$ cat src/rtl/hz_pkg.sv
`default_nettype none
// ============================================================================
// Module      : hz_pkg
// Description : Shared types and constants for the ID-stage hazard
//               scoreboard. Stage indices count pipeline stages after ID.
// Revision    : 1.0 - initial release
// ============================================================================
package hz_pkg;

    // Default pipeline geometry
    localparam int HZ_REG_W = 5;
    localparam int HZ_DEPTH = 4;
    localparam int HZ_SEL_W = $clog2(HZ_DEPTH + 1);

    // Forwarding select value meaning "read the register file"
    localparam int FWD_RF = 0;

    // Stage indices of the tracked stages after ID
    localparam int STG_EX   = 0;
    localparam int STG_MEM1 = 1;
    localparam int STG_MEM2 = 2;
    localparam int STG_WB   = 3;

    // Layout of one scoreboard entry for the default geometry
    typedef struct packed {
        logic                valid;
        logic [HZ_REG_W-1:0] rd;
        logic [HZ_SEL_W-1:0] ready_stg;
    } hz_entry_t;

    // Forwarding select code for a producer sitting in stage 'stg'
    function automatic int hz_fwd_code(input int stg);
        return stg + 1;
    endfunction

endpackage
`default_nettype wire

$ cat src/rtl/hz_operand_match.sv
`default_nettype none
// ============================================================================
// Module      : hz_operand_match
// Description : Priority search of the scoreboard for one source operand.
//               The nearest (lowest-index) valid producer of the operand's
//               register decides the result: forward from it if its result is
//               already forwardable at its current stage, otherwise stall.
// Ports       : i_src        - source register index
//               i_src_used   - operand is actually read
//               i_ent_valid  - per-stage valid bits
//               i_ent_rd     - per-stage destination, stage i at [i*REG_W +: REG_W]
//               i_ent_rdy    - per-stage ready stage, stage i at [i*SEL_W +: SEL_W]
//               o_fwd_sel    - 0 = register file, k = forward from stage k-1
//               o_stall      - operand cannot be supplied this cycle
// Revision    : 1.0 - initial release
// ============================================================================
module hz_operand_match
    import hz_pkg::*;
#(
    parameter int REG_W = 5,
    parameter int DEPTH = 4,
    parameter int SEL_W = $clog2(DEPTH + 1)
) (
    input  logic [REG_W-1:0]       i_src,
    input  logic                   i_src_used,
    input  logic [DEPTH-1:0]       i_ent_valid,
    input  logic [DEPTH*REG_W-1:0] i_ent_rd,
    input  logic [DEPTH*SEL_W-1:0] i_ent_rdy,
    output logic [SEL_W-1:0]       o_fwd_sel,
    output logic                   o_stall
);

    logic [SEL_W-1:0] w_fwd_sel;
    logic             w_stall;

    // Scan from the oldest stage towards EX so the nearest match is the
    // last one written and therefore wins. A ready stage at or beyond DEPTH
    // can never satisfy ready <= i, so such a producer always stalls.
    always_comb begin
        w_fwd_sel = SEL_W'(FWD_RF);
        w_stall   = 1'b0;
        if (i_src_used && (i_src != '0)) begin
            for (int i = DEPTH - 1; i >= 0; i--) begin
                if (i_ent_valid[i] && (i_ent_rd[i*REG_W +: REG_W] == i_src)) begin
                    if (int'(i_ent_rdy[i*SEL_W +: SEL_W]) <= i) begin
                        w_fwd_sel = SEL_W'(hz_fwd_code(i));
                        w_stall   = 1'b0;
                    end else begin
                        w_fwd_sel = SEL_W'(FWD_RF);
                        w_stall   = 1'b1;
                    end
                end
            end
        end
    end

    assign o_fwd_sel = w_fwd_sel;
    assign o_stall   = w_stall;

endmodule
`default_nettype wire

$ cat src/rtl/hazard_scoreboard.sv
`default_nettype none
// ============================================================================
// Module      : hazard_scoreboard
// Description : Hazard unit beside ID. Tracks in-flight producers in a
//               DEPTH-deep shift register and derives per-operand forwarding
//               selects, the ID data stall and the issue strobe.
// Ports       : clk, resetn (async, active low)
//               id_valid, id_src, id_src_used, id_rd, id_rfwr, id_ready_stg
//                            - instruction currently in ID
//               pipe_en      - global advance, 0 holds the whole pipe
//               flush_mask   - bit i kills the stage-i entry this edge
//               fwd_sel      - per-operand forwarding select
//               data_stall   - ID must not issue
//               issue        - ID instruction enters stage 0 on this edge
//               stall_cycles - saturating stall counter
// Config      : HZ_PERF_EN - when defined, stall_cycles counts cycles with
//               data_stall = 1 and pipe_en = 1; otherwise it is tied to 0.
// Revision    : 1.0 - initial release
// ============================================================================
module hazard_scoreboard
    import hz_pkg::*;
#(
    parameter int REG_W = 5,
    parameter int DEPTH = 4,
    parameter int NSRC  = 2,
    parameter int SEL_W = $clog2(DEPTH + 1)
) (
    input  logic                  clk,
    input  logic                  resetn,
    input  logic                  id_valid,
    input  logic [NSRC*REG_W-1:0] id_src,
    input  logic [NSRC-1:0]       id_src_used,
    input  logic [REG_W-1:0]      id_rd,
    input  logic                  id_rfwr,
    input  logic [SEL_W-1:0]      id_ready_stg,
    input  logic                  pipe_en,
    input  logic [DEPTH-1:0]      flush_mask,
    output logic [NSRC*SEL_W-1:0] fwd_sel,
    output logic                  data_stall,
    output logic                  issue,
    output logic [31:0]           stall_cycles
);

    // Scoreboard, stage i occupies element i
    logic [DEPTH-1:0]            r_valid;
    logic [DEPTH-1:0][REG_W-1:0] r_rd;
    logic [DEPTH-1:0][SEL_W-1:0] r_rdy;

    logic [NSRC-1:0]       w_op_stall;
    logic [NSRC*SEL_W-1:0] w_fwd_sel;
    logic                  w_data_stall;
    logic                  w_issue;

    // ------------------------------------------------------------------
    // Per-operand priority search
    // ------------------------------------------------------------------
    generate
        for (genvar j = 0; j < NSRC; j++) begin : g_op
            hz_operand_match #(
                .REG_W (REG_W),
                .DEPTH (DEPTH),
                .SEL_W (SEL_W)
            ) u_match (
                .i_src       (id_src[j*REG_W +: REG_W]),
                .i_src_used  (id_src_used[j]),
                .i_ent_valid (r_valid),
                .i_ent_rd    (r_rd),
                .i_ent_rdy   (r_rdy),
                .o_fwd_sel   (w_fwd_sel[j*SEL_W +: SEL_W]),
                .o_stall     (w_op_stall[j])
            );
        end
    endgenerate

    assign w_data_stall = id_valid & (|w_op_stall);
    assign w_issue      = id_valid & ~w_data_stall & pipe_en;

    assign fwd_sel    = w_fwd_sel;
    assign data_stall = w_data_stall;
    assign issue      = w_issue;

    // ------------------------------------------------------------------
    // Scoreboard shift register. A flushed entry still advances but as a
    // bubble; the new stage-0 entry is inserted even when flush_mask[0]
    // is set, since killing the ID instruction is done via id_valid.
    // ------------------------------------------------------------------
    always_ff @(posedge clk or negedge resetn) begin
        if (!resetn) begin
            r_valid <= '0;
            r_rd    <= '0;
            r_rdy   <= '0;
        end else if (pipe_en) begin
            for (int i = 1; i < DEPTH; i++) begin
                r_valid[i] <= r_valid[i-1] & ~flush_mask[i-1];
                r_rd[i]    <= r_rd[i-1];
                r_rdy[i]   <= r_rdy[i-1];
            end
            // Non-writing instructions occupy the slot as a bubble
            r_valid[0] <= w_issue & id_rfwr;
            r_rd[0]    <= id_rd;
            r_rdy[0]   <= id_ready_stg;
        end else begin
            r_valid <= r_valid & ~flush_mask;
        end
    end

    // ------------------------------------------------------------------
    // Optional stall statistics
    // ------------------------------------------------------------------
`ifdef HZ_PERF_EN
    logic [31:0] r_stall_cycles;

    always_ff @(posedge clk or negedge resetn) begin
        if (!resetn) begin
            r_stall_cycles <= '0;
        end else if (w_data_stall && pipe_en && (r_stall_cycles != 32'hFFFF_FFFF)) begin
            r_stall_cycles <= r_stall_cycles + 32'd1;
        end
    end

    assign stall_cycles = r_stall_cycles;
`else
    assign stall_cycles = '0;
`endif

endmodule
`default_nettype wire

$ cat config.mk
export PLATFORM = sky130hd
export DESIGN_NAME = hazard_scoreboard
export DESIGN_NICKNAME = d
export VERILOG_FILES = /design/src/rtl/hz_pkg.sv /design/src/rtl/hz_operand_match.sv /design/src/rtl/hazard_scoreboard.sv
export SDC_FILE = /design/constraint.sdc
export NUM_CORES = 1
export LEC_CHECK = 0
export ABC_AREA = 1
export BUFFER_PORTS_ARGS = -buffer_cell sky130_fd_sc_hd__buf_2
export CORE_UTILIZATION = 25
export CTS_CLUSTER_DIAMETER = 80
export DETAILED_ROUTE_END_ITERATION = 7
export SLEW_MARGIN = 20
export SYNTH_ARGS = -nofsm -noshare
export SYNTH_HDL_FRONTEND = slang
export SYNTH_SLANG_ARGS = --single-unit
$ cat constraint.sdc
create_clock -name clk -period 1.6 [get_ports clk]
set_input_delay 0 -clock clk [delete_from_list [all_inputs] [get_ports clk]]
set_output_delay 0 -clock clk [all_outputs]
set_load 0.02 [all_outputs]
======== Word level (Yosys, flattened, before mapping) ========
Index checks and enable logic that the tools add are counted.
W data, S select, Z words.
cells by class
  muxes and demuxes ....................... 29
  reductions and logical operators ........ 13
  bitwise operators ....................... 13
  multipliers ............................. 0
  equality and inequality tests ........... 8
  shifts and indexed selects .............. 0
  $lt $le $gt $ge ......................... 4
  $add $sub $neg .......................... 0
  div/mod/pow operators ................... 0
operators by type and width
  operator              number
  $eq A5 B5 Y1          8
  $mux W3               11
  $mux W1               15
  $logic_and A1 B1 Y1   10
  $reduce_bool A5 Y1    2
  $and A1 B1 Y1         7
  $le A3 B1 Y1 const B  2
  $le A3 B2 Y1 const B  2
  $and A4 B4 Y4         1
  $mux W2               2
  $mux W4               1
  $not A1 Y1            4
  $not A4 Y4            1
  $reduce_or A2 Y1      1
word-level totals
  bits in latches ......................... 0
  word-level logic and storage cells ...... 76
  bits in read-only memories .............. 0
  memory bits (writable) .................. 0
  bits in registers ....................... 36
  output and inout port bits .............. 40
  input port bits ......................... 29
  memories ................................ 0

======== Logic depth before layout (Yosys ltp) ========
Gate-level depths: netlist of run 1.
  word-level depth ........................ 14
  mapped depth ............................ 12
  depth with buffers taken out ............ 12

======== Hierarchy ========
A second synthesis of run 1 with hierarchy kept.
second synthesis, totals
  cells, all modules ...................... 423
  area, all modules ....................... 2808.9 um^2
modules (own cells, without submodules)
  module             seq. area each (um^2)  cells each  times used  area an instance (um^2)
  hazard_scoreboard  900.9                  189         1           1700.4
  hz_operand_match   0.0                    117         2           554.3

======== Least setup slack after synthesis of run 1 ========
No wires, ideal clock.
  path type ............................... register to output
  start point ............................. reg r_rd[9] (netlist bit)
  end point ............................... out fwd_sel[5]
  required time ........................... 1.600 ns
  buffers on the path ..................... 0
  slack ................................... 0.119 ns
  cell stages (with the launch flop) ...... 7
  data arrival time ....................... 1.481 ns
  path through ............................ dfrtp_1 inv_1 o21ai_0 nor2_2 nand3_1 nand4_1 nor4_1
between the ends
  longest elaborated chain between the ends .. 5
RTL lines
  element                          RTL line                 RTL
  start, declared                  hazard_scoreboard.sv:46  logic [DEPTH-1:0][REG_W-1:0] r_rd;
  start signal, assigned by index  hazard_scoreboard.sv:95  r_rd[i] <= r_rd[i-1];
  $eq A5 B5 Y1                     hz_operand_match.sv:44   if (i_ent_valid[i] && (i_ent_rd[i*REG_W +: REG_W] == i_src)) begin
  $logic_and A1 B1 Y1              hz_operand_match.sv:44
  $mux W3 (2 in a row)             hz_operand_match.sv:44
  $mux W3                          hz_operand_match.sv:42   if (i_src_used && (i_src != '0)) begin
  end, declared                    hazard_scoreboard.sv:38  output logic [NSRC*SEL_W-1:0] fwd_sel,
No other way between the ends.

======== Worst setup path in the final report of run 1 ========
  start point ............................. reg r_rd[2] (netlist bit)
  end point ............................... out fwd_sel[5]
between the ends
  longest elaborated chain between the ends .. 4
RTL lines
  element              RTL line
  $eq A5 B5 Y1         hz_operand_match.sv:44
  $logic_and A1 B1 Y1  hz_operand_match.sv:44
  $mux W3              hz_operand_match.sv:44
  $mux W3              hz_operand_match.sv:42
No other way between the ends.

==> flow_summary.json, run 1 <==
{
  "cts_root_buffer": "clkbuf_8",
  "tns_ns": -1.77,
  "netlist_instances": 365,
  "synth.distinct_cells": 32,
  "cp-end-kind": "primary output",
  "max-clock-path-buffers": 2,
  "tightest_slew_ns": 0.793,
  "drtPass1Iterations": 4,
  "die_w_um": 101,
  "fin_util_pct": 34.7,
  "start_kind": "register",
  "fmax_mhz": 529,
  "rows": 35,
  "finalNetCount": 469,
  "synth_edf_count": 0,
  "arrival_ns": 1.89,
  "grt_pass1_wl_um": 11900,
  "cp.required_ns": 1.60,
  "dieHeight_um": 101,
  "yosysSeqAreaShare_pct": 34.6,
  "drt-total-wl_um": 7440,
  "cp_max_fo": 5,
  "netlist_top_cells_area": "dfrtp_1 (35%), nand2_1 (17%), buf_4 (9.8%), o21ai_0 (5.5%), nor2_1 (4.6%)",
  "status": "finished, violations left",
  "cts_tree": "done",
  "powerDensity_nw_per_um2": 737,
  "gr-total-overflow": 0,
  "drt_iter0_markers": 219,
  "synth_ff_type": "dfrtp_1",
  "cts_max_level": 2,
  "slowest_stage": "dfrtp_1",
  "ir_drop_mv": 0.366,
  "period_needed_ns": 1.89,
  "wl_per_cell_um": 13.1,
  "numCtsBuffers": 5,
  "antenna_left": 0,
  "async_flop_share_pct": 100,
  "rsz0062_at_grt": "yes",
  "hpwl_um": 5540,
  "period_share_pct": 118,
  "netlist_area_um2": 2460,
  "drt_drc_violations_left": 0,
  "final_common_cell": "nand2_1",
  "syn_area_per_cell_um2": 6.74,
  "place_congestion": 0.960,
  "grt_max_degree": 43,
  "slowest_delay_ns": 0.40,
  "total_leakage_power_nw": 1.63,
  "fp.coreArea_um2": 9370,
  "final_cell_mix": "nand2_1 (106), conb_1 (32), dfrtp_1 (31), buf_2 (29)",
  "grt_pass1_vias": 2461,
  "ys_warn_count": 0,
  "cts.sinks": 34,
  "diodes": 0,
  "p_total_mw": 2.40,
  "skew_ns": 0.00170,
  "hold_ws_ns": 0.0786,
  "setup_viol": 8,
  "synth_seq_cells": 34,
  "max-cap-violations": 0,
  "dieArea_um2": 10200,
  "path_clk_slew_ns": 0.07,
  "grtUsageTotal_pct": 15.0,
  "hold_viol": 0,
  "min_path_type": "input pin to register",
  "layout_setup_ws_ns": -0.291,
  "drive_gt1_share_pct": 31.3,
  "vias_per_cell": 4.49,
  "syn_to_final_growth_pct": 32.2,
  "yosysTopAreaCellShare_pct": 34.6,
  "place_ws_ns": -0.0130,
  "io_buffers": 36,
  "slew_violations": 0,
  "path_class": "register to primary output",
  "insertion_delay_ns": 0.28,
  "pin_count": 69,
  "via_count": 2557,
  "synth_top_area_cell": "dfrtp_1",
  "start_util_pct": 26.3,
  "relSlewSlack_pct": 47.1,
  "antenna_found_initial": 0,
  "failed_checks": "setup timing",
  "crit_chain": "inv_1, o22ai_1, nor2_2, nand3_4, buf_4, nand4_1, nor4_1, buf_2"
}
## cells by family after synthesis
| kind of cell | Yosys count | share of synthesized area, % |
|---|---|---|
| AOI/OAI and AO/OA | 52 | 11.6 |
| xor gates and xnor gates | 4 | 1.42 |
| buffers and inverters | 79 | 17.0 |
| DFF | 34 | 34.6 |
| other | 1 | 0.152 |
| and+or+nand+nor | 195 | 35.2 |
## registers in the layout (all words and copies together), names as in the netlist
register and cells:
r_rd 20, r_valid 4, r_rdy 10
## metrics by stage
step	instance area [um2]	std cells
final	3250	570
after global routing	3250	570
after CTS	3130	566
after detailed placement	2720	531
after global placement	2720	531
after floorplan	2580	396
## path summary, 6_finish.rpt
kind	start	end	slack, ns	cells past startpoint
setup reg to reg	r_rd[7]$_DFFE_PN0P_	r_valid[0]$_DFF_PN0_	0.06	9
hold reg to reg	r_rdy[3]$_DFFE_PN0P_	r_rdy[3]$_DFFE_PN0P_	0.48	2
setup / recovery	r_rd[2]$_DFFE_PN0P_	fwd_sel[5]	-0.29	8
max in group asynchronous	resetn	r_rd[13]$_DFFE_PN0P_	0.72	2
hold / removal	pipe_en	r_rdy[1]$_DFFE_PN0P_	0.08	3
min in group asynchronous	resetn	r_rd[4]$_DFFE_PN0P_	0.33	2
## where the power goes
part           total, mW  switching (mW)  internal, mW
clock              0.643           0.337         0.306
combinational      0.711           0.445         0.266
sequential          1.04          0.0916         0.951
total               2.40           0.874          1.52
## timing repair
item                                    4_1_cts  5_1_grt
hold buffers                                 16        0
pin swaps                                     7       14
hold endpoints to repair                     46        0
gates resized for setup                      29       31
setup buffers                                11        7
endpoints found under the setup margin        8       11
## routing by layer
metal	GRT usage [%]	part of all wire [%]	vias to the layer above
met4	7.36	3.9	0
met3	2.35	4.6	24
li1	-	-	1255
met5	0	0	-
met1	18.6	42	1183
met2	25.4	49	95
## cells in the mapped netlist (all sizes together) (2+ instances only)
| library cell | n |
|---|---|
| nand2 | 116 |
| inv | 39 |
| nor2 | 35 |
| dfrtp | 34 |
| buf | 33 |
| o21ai | 30 |
| nand3 | 26 |
| a21oi | 12 |
| nor3 | 8 |
| clkbuf | 7 |
| o22ai | 6 |
| nand4 | 5 |
| xor2 | 3 |
| a211oi | 2 |
| nand3b | 2 |
## worst max-delay path: cells and delay by family (launching register included)
family / cells / cell delay (ns)
compound gates: 1 / 0.15
flops: 1 / 0.40
buf+inv: 3 / 0.48
simple gates: 4 / 0.57
## area by class of cell
class	instances	area, um2
Multi-Input combinational cell	283	1430
Tap cell	129	161
Clock buffer	5	68.8
Inverter	39	149
Fill cell	1002	6120
Clock inverter	3	21.3
Timing Repair Buffer	77	572
Sequential cell	34	855
Power figures use the tool's default switching activity.
==> run 2: changes to the inputs <==
clock period = 1.9 ns   (was 1.6 ns; I/O delays follow)
==> run 2 against run 1 <==
The run still ends with setup timing left. Design area shrank 4.4%. Via count fell by 1.4%. Combinational power shrank 27%. Non-clock buffer count shrank 18. Critical path depth up 3. Sequential share of layout area increased by 1.1 points. Die area did not move. Hold slack improved by 0.097 ns. Largest power group unchanged. Routed wire length down 2.0%. First-iteration DRC count fell by 40%. Total power shrank 14%.
==> flow_summary.json, run 2 (synthesized netlist as in run 1, its figures left out) <==
{
  "clkPwrFrac_pct": 32.4,
  "path_class": "register to primary output",
  "swShare_pct": 34.5,
  "fp.coreArea_um2": 9370,
  "nFillCells": 1024,
  "dieHeight_um": 101,
  "period_needed_ns": 1.94,
  "period_share_pct": 102,
  "cts.sinks": 34,
  "gr-total-overflow": 0,
  "die_w_um": 101,
  "slew_violations": 0,
  "ir_drop_mv": 0.410,
  "cp.required_ns": 1.90,
  "start_kind": "register",
  "hold_ws_ns": 0.175,
  "start_util_pct": 26.3,
  "dieArea_um2": 10200,
  "cts_tree": "done",
  "multi_input_area_um2": 1430,
  "final_common_cell": "nand2_1",
  "comb_power_share_pct": 25.2,
  "wl_per_cell_um": 13.2,
  "numCtsBuffers": 5,
  "power.switching_mw": 0.714,
  "relSlewSlack_pct": 46.4,
  "min_path_type": "input pin to register",
  "regMostFlops": "r_rd",
  "hold_viol": 0,
  "powerDensity_nw_per_um2": 666,
  "diodes": 0,
  "drtPass1Iterations": 5,
  "rsz0062_at_grt": "yes",
  "insertion_delay_ns": 0.29,
  "via_count": 2521,
  "syn_to_final_growth_pct": 26.3,
  "cp-end-kind": "primary output",
  "drt_iter0_markers": 132,
  "cts_root_buffer": "clkbuf_8",
  "place_congestion": 0.983,
  "seq_area_um2": 852,
  "setup_viol": 1,
  "total_leakage_power_nw": 1.57,
  "seqPwrFrac_pct": 42.5,
  "vias_per_cell": 4.57,
  "largest_register_ffs": 20,
  "antenna_left": 0,
  "fmax_mhz": 515,
  "failed_checks": "setup timing",
  "drive_gt1_share_pct": 24.8,
  "skew_ns": 0.0130,
  "grt_max_degree": 35,
  "status": "finished, violations left",
  "tightest_slew_ns": 0.804,
  "cts_max_level": 2,
  "drt-total-wl_um": 7290,
  "layout_setup_ws_ns": -0.0405,
  "placed_cell_area_um2": 2660,
  "antenna_found_initial": 0,
  "drt_drc_violations_left": 0,
  "max-cap-violations": 0,
  "fin_area_um2": 3110,
  "io_buffers": 36,
  "hpwl_um": 5470,
  "rows": 35,
  "reg_top3": "r_rd x20, r_rdy x10, r_valid x4",
  "max-clock-path-buffers": 2,
  "arrival_ns": 1.94,
  "grt_pass1_vias": 2286,
  "final_cell_mix": "nand2_1 (106), dfrtp_1 (33), conb_1 (32), buf_2 (32)",
  "internal_power_mw": 1.36,
  "pin_count": 69,
  "grt_pass1_wl_um": 11700,
  "path_clk_slew_ns": 0.08,
  "cp_max_fo": 4,
  "finalNetCount": 451,
  "grtUsageTotal_pct": 14.8
}
## run 2: cell types whose count changed in the layout (fill, tap and decap cells not counted), moves of 3 or more
cell	before	now
nor2_1	21	26
inv_1	21	25
buf_4	25	9
inv_2	17	14
buf_6	7	2
nor2_2	12	7
buf_2	29	32
nor3_2	5	2
## run 2: what timing repair did
action / 4_1_cts / 5_1_grt
cloned: 0 / 0
endpoints found under the setup margin: 3 / 6
buffers inserted: 0 / 6
hold endpoints to repair: 46 / 0
gates resized for setup: 3 / 37
pin swaps: 0 / 20
hold buffers: 16 / 0
## run 2: path summary, 6_finish.rpt
kind	slack [ns]	start	depth (start not counted)	end
setup / recovery	-0.04	r_rd[6]$_DFFE_PN0P_	11	data_stall
hold / removal	0.18	id_valid	5	r_valid[0]$_DFF_PN0_
setup reg to reg	0.20	r_rd[6]$_DFFE_PN0P_	12	r_valid[0]$_DFF_PN0_
hold reg to reg	0.48	r_rdy[3]$_DFFE_PN0P_	2	r_rdy[3]$_DFFE_PN0P_
max in group asynchronous	1.00	resetn	2	r_rd[13]$_DFFE_PN0P_
min in group asynchronous	0.33	resetn	2	r_rd[5]$_DFFE_PN0P_
## run 2: power by group through the flow
stage | sequential [mW] | combinational (mW) | clock, mW
floorplan | 0.866 | 0.372 | 0
global placement | 0.885 | 0.457 | 0
detailed placement | 0.886 | 0.457 | 0
CTS | 0.874 | 0.482 | 0.681
global route | 0.891 | 0.588 | 0.715
finish | 0.880 | 0.522 | 0.670
## run 2: cell type report
class                   count  area share, %
multi-input cells         283           46.0
inverters                  39           4.71
clock inverters             3           1.29
flip-flops and latches     34           27.4
repair buffers             59           13.2
clock buffers               5           2.21
well taps                 129           5.19
## run 2: per-stage QoR
stage	utilization (%)	worst slack, ns	cells	power, mW	setup TNS, ns
after floorplan	-	0.419	396	1.24	0
after global placement	28.3	0.267	522	1.34	0
after detailed placement	28.3	0.291	522	1.34	0
after CTS	31.3	-0.0116	546	2.04	-0.0116
after global routing	33.2	-0.132	552	2.19	-0.413
final	33.2	-0.0405	552	2.07	-0.0405
## run 2: worst max-delay path, cell delays in order, from the launching register on
cell and delay (ns):
dfrtp_1 0.42, inv_2 0.07, nand2_2 0.06, nand2_2 0.06
nor3_4 0.22, nand3_2 0.15, nand3_2 0.12, nand3_2 0.08
nand2_2 0.09, nand2_4 0.08, a21boi_2 0.18, buf_6 0.14
## run 2: per-layer routing
metal  global-route usage, %  wire length, um  vias up
li1                        -                -     1211
met1                    19.0             3130     1191
met2                    24.8             3530      103
met3                    2.55              421       16
met4                    6.13              216        0
met5                       0                0        -
==> run 3: changes to the inputs <==
clock period = 1.8 ns   (was 1.9 ns; I/O delays follow)
==> run 3 against run 2 <==
The flow still finishes with violations (setup timing). Clock power shrank 8.1%. Combinational power is 10% higher. Register-to-register slack better by 0.07 ns. Sequential power grew 5.6%. Die area did not move. Clock skew is 0.0061 ns lower. Final cell count rose by 0.36%. Worst setup slack worse by 0.014 ns. Critical endpoint is now issue. Highest routed layer unchanged.
==> flow_summary.json, run 3 (synthesized netlist as in run 1, its figures left out) <==
{
  "grt_pass1_wl_um": 11800,
  "pin_count": 69,
  "io_buffers": 36,
  "ir_drop_mv": 0.522,
  "cts_root_buffer": "clkbuf_8",
  "place_congestion": 0.937,
  "diodes": 0,
  "fp.coreArea_um2": 9370,
  "path_class": "register to primary output",
  "place_ws_ns": 0.180,
  "drive_gt1_share_pct": 28.5,
  "max-cap-violations": 0,
  "drt_iter0_markers": 128,
  "drt-total-wl_um": 7280,
  "comb_power_share_pct": 27.2,
  "fin_util_pct": 33.4,
  "dieArea_um2": 10200,
  "cp-end-kind": "primary output",
  "internal_power_mw": 1.35,
  "crit_top_cell": "nand3_2",
  "final_cell_mix": "nand2_1 (104), dfrtp_1 (33), conb_1 (32), buf_2 (30), nor2_1 (24)",
  "nFillCells": 1024,
  "failed_checks": "setup timing",
  "start_kind": "register",
  "placed_cell_area_um2": 2660,
  "grt_pass1_vias": 2408,
  "powerDensity_nw_per_um2": 677,
  "clkPwrFrac_pct": 29.1,
  "rows": 35,
  "antenna_left": 0,
  "largest_register_ffs": 20,
  "fin_area_um2": 3130,
  "relSlewSlack_pct": 47.1,
  "rsz0062_at_grt": "yes",
  "drt_drc_violations_left": 0,
  "power.switching_mw": 0.774,
  "tightest_slew_ns": 0.793,
  "max-clock-path-buffers": 2,
  "grtUsageTotal_pct": 14.9,
  "p_total_mw": 2.12,
  "gr-total-overflow": 0,
  "cts.sinks": 34,
  "grt_max_degree": 38,
  "numCtsBuffers": 5,
  "min_path_type": "input pin to register",
  "hpwl_um": 5450,
  "status": "finished, violations left",
  "cp.required_ns": 1.80,
  "swShare_pct": 36.5,
  "slew_violations": 0,
  "total_leakage_power_nw": 1.55,
  "insertion_delay_ns": 0.30,
  "die_w_um": 101,
  "regMostFlops": "r_rd",
  "syn_to_final_growth_pct": 27.3,
  "start_util_pct": 26.3,
  "path_clk_slew_ns": 0.07,
  "setup_viol": 3,
  "cp_max_fo": 6,
  "antenna_found_initial": 0,
  "period_needed_ns": 1.85,
  "cts_tree": "done",
  "tns_ns": -0.119,
  "slowest_delay_ns": 0.45,
  "final_common_cell": "nand2_1",
  "drtPass1Iterations": 4,
  "layout_setup_ws_ns": -0.0545,
  "cts_max_level": 2,
  "slowest_stage": "dfrtp_2",
  "finalNetCount": 453,
  "wl_per_cell_um": 13.1,
  "via_count": 2487,
  "arrival_ns": 1.85,
  "vias_per_cell": 4.49,
  "period_share_pct": 103,
  "skew_ns": 0.00687,
  "reg_top3": "r_rd x20, r_rdy x10, r_valid x4",
  "hold_viol": 0,
  "crit_chain": "a21oi_1, nand3_2, nor2_2, nand3_2, nand3_2, nand2_2, nand2_4, nand2_2, nor2_2, buf_6",
  "seqPwrFrac_pct": 43.8,
  "dieHeight_um": 101,
  "fmax_mhz": 539
}
[run 3: cell count changes in the layout (fill, tap and decap cells not counted), moves of 3 or more]
cell / delta
buf_4: +5
inv_1: -5
inv_2: +5
nand2_2: +4
o21ai_0: -3
[run 3: final cells by class]
class	count	area, um2	area share [%]
Clock buffer	7	86.3	2.76
Timing Repair Buffer	61	428	13.7
Sequential cell	34	852	27.2
Inverter	39	146	4.67
Multi-Input combinational cell	283	1450	46.4
Clock inverter	1	5.00	0.160
Tap cell	129	161	5.15
[run 3: stage by stage]
step,hold WS [ns],cells
after floorplan,-0.296,396
after global placement,0.126,522
after detailed placement,0.133,522
after CTS,0.00768,550
after global routing,0.0248,554
final,0.00251,554
[run 3: final timing paths]
path,from,endpoint,slack [ns],cells past startpoint
setup reg to reg,r_rd[13]$_DFFE_PN0P_,r_valid[0]$_DFF_PN0_,0.27,9
setup / recovery,r_rd[13]$_DFFE_PN0P_,issue,-0.05,10
max in group asynchronous,resetn,r_rd[13]$_DFFE_PN0P_,0.92,2
hold reg to reg,r_rdy[3]$_DFFE_PN0P_,r_rdy[3]$_DFFE_PN0P_,0.49,2
min in group asynchronous,resetn,r_rd[4]$_DFFE_PN0P_,0.32,2
hold / removal,id_rfwr,r_valid[0]$_DFF_PN0_,0.003,3
[run 3: worst max-delay path: cells and delay by family (launching register included)]
kind                   cells  cell delay [ns]
AOI/OAI and AO/OA          1             0.22
and+or+nand+nor            8             0.76
buffers and inverters      1             0.12
DFF                        1             0.45
[run 3: power by group through the flow]
stage | Clock [mW] | Combinational (mW) | Sequential [mW]
after floorplan | 0 | 0.393 | 0.914
after global placement | 0 | 0.480 | 0.934
after detailed placement | 0 | 0.481 | 0.937
after CTS | 0.609 | 0.529 | 0.923
after global routing | 0.643 | 0.648 | 0.940
final | 0.616 | 0.576 | 0.929
[run 3: per-layer routing]
| metal | part of all wire, % | global-route usage (%) | vias up |
|---|---|---|---|
| met5 | 0 | 0 | - |
| met1 | 43 | 19.0 | 1145 |
| met4 | 4.2 | 8.14 | 0 |
| met3 | 5.7 | 2.21 | 22 |
| li1 | - | - | 1221 |
| met2 | 47 | 24.3 | 99 |
[run 3: timing repair]
action | CTS | global route
gates resized for setup | 20 | 37
endpoints found under the setup margin | 5 | 8
hold buffers | 15 | 0
pin swaps | 10 | 16
buffers inserted | 5 | 4
hold endpoints to repair | 46 | 0
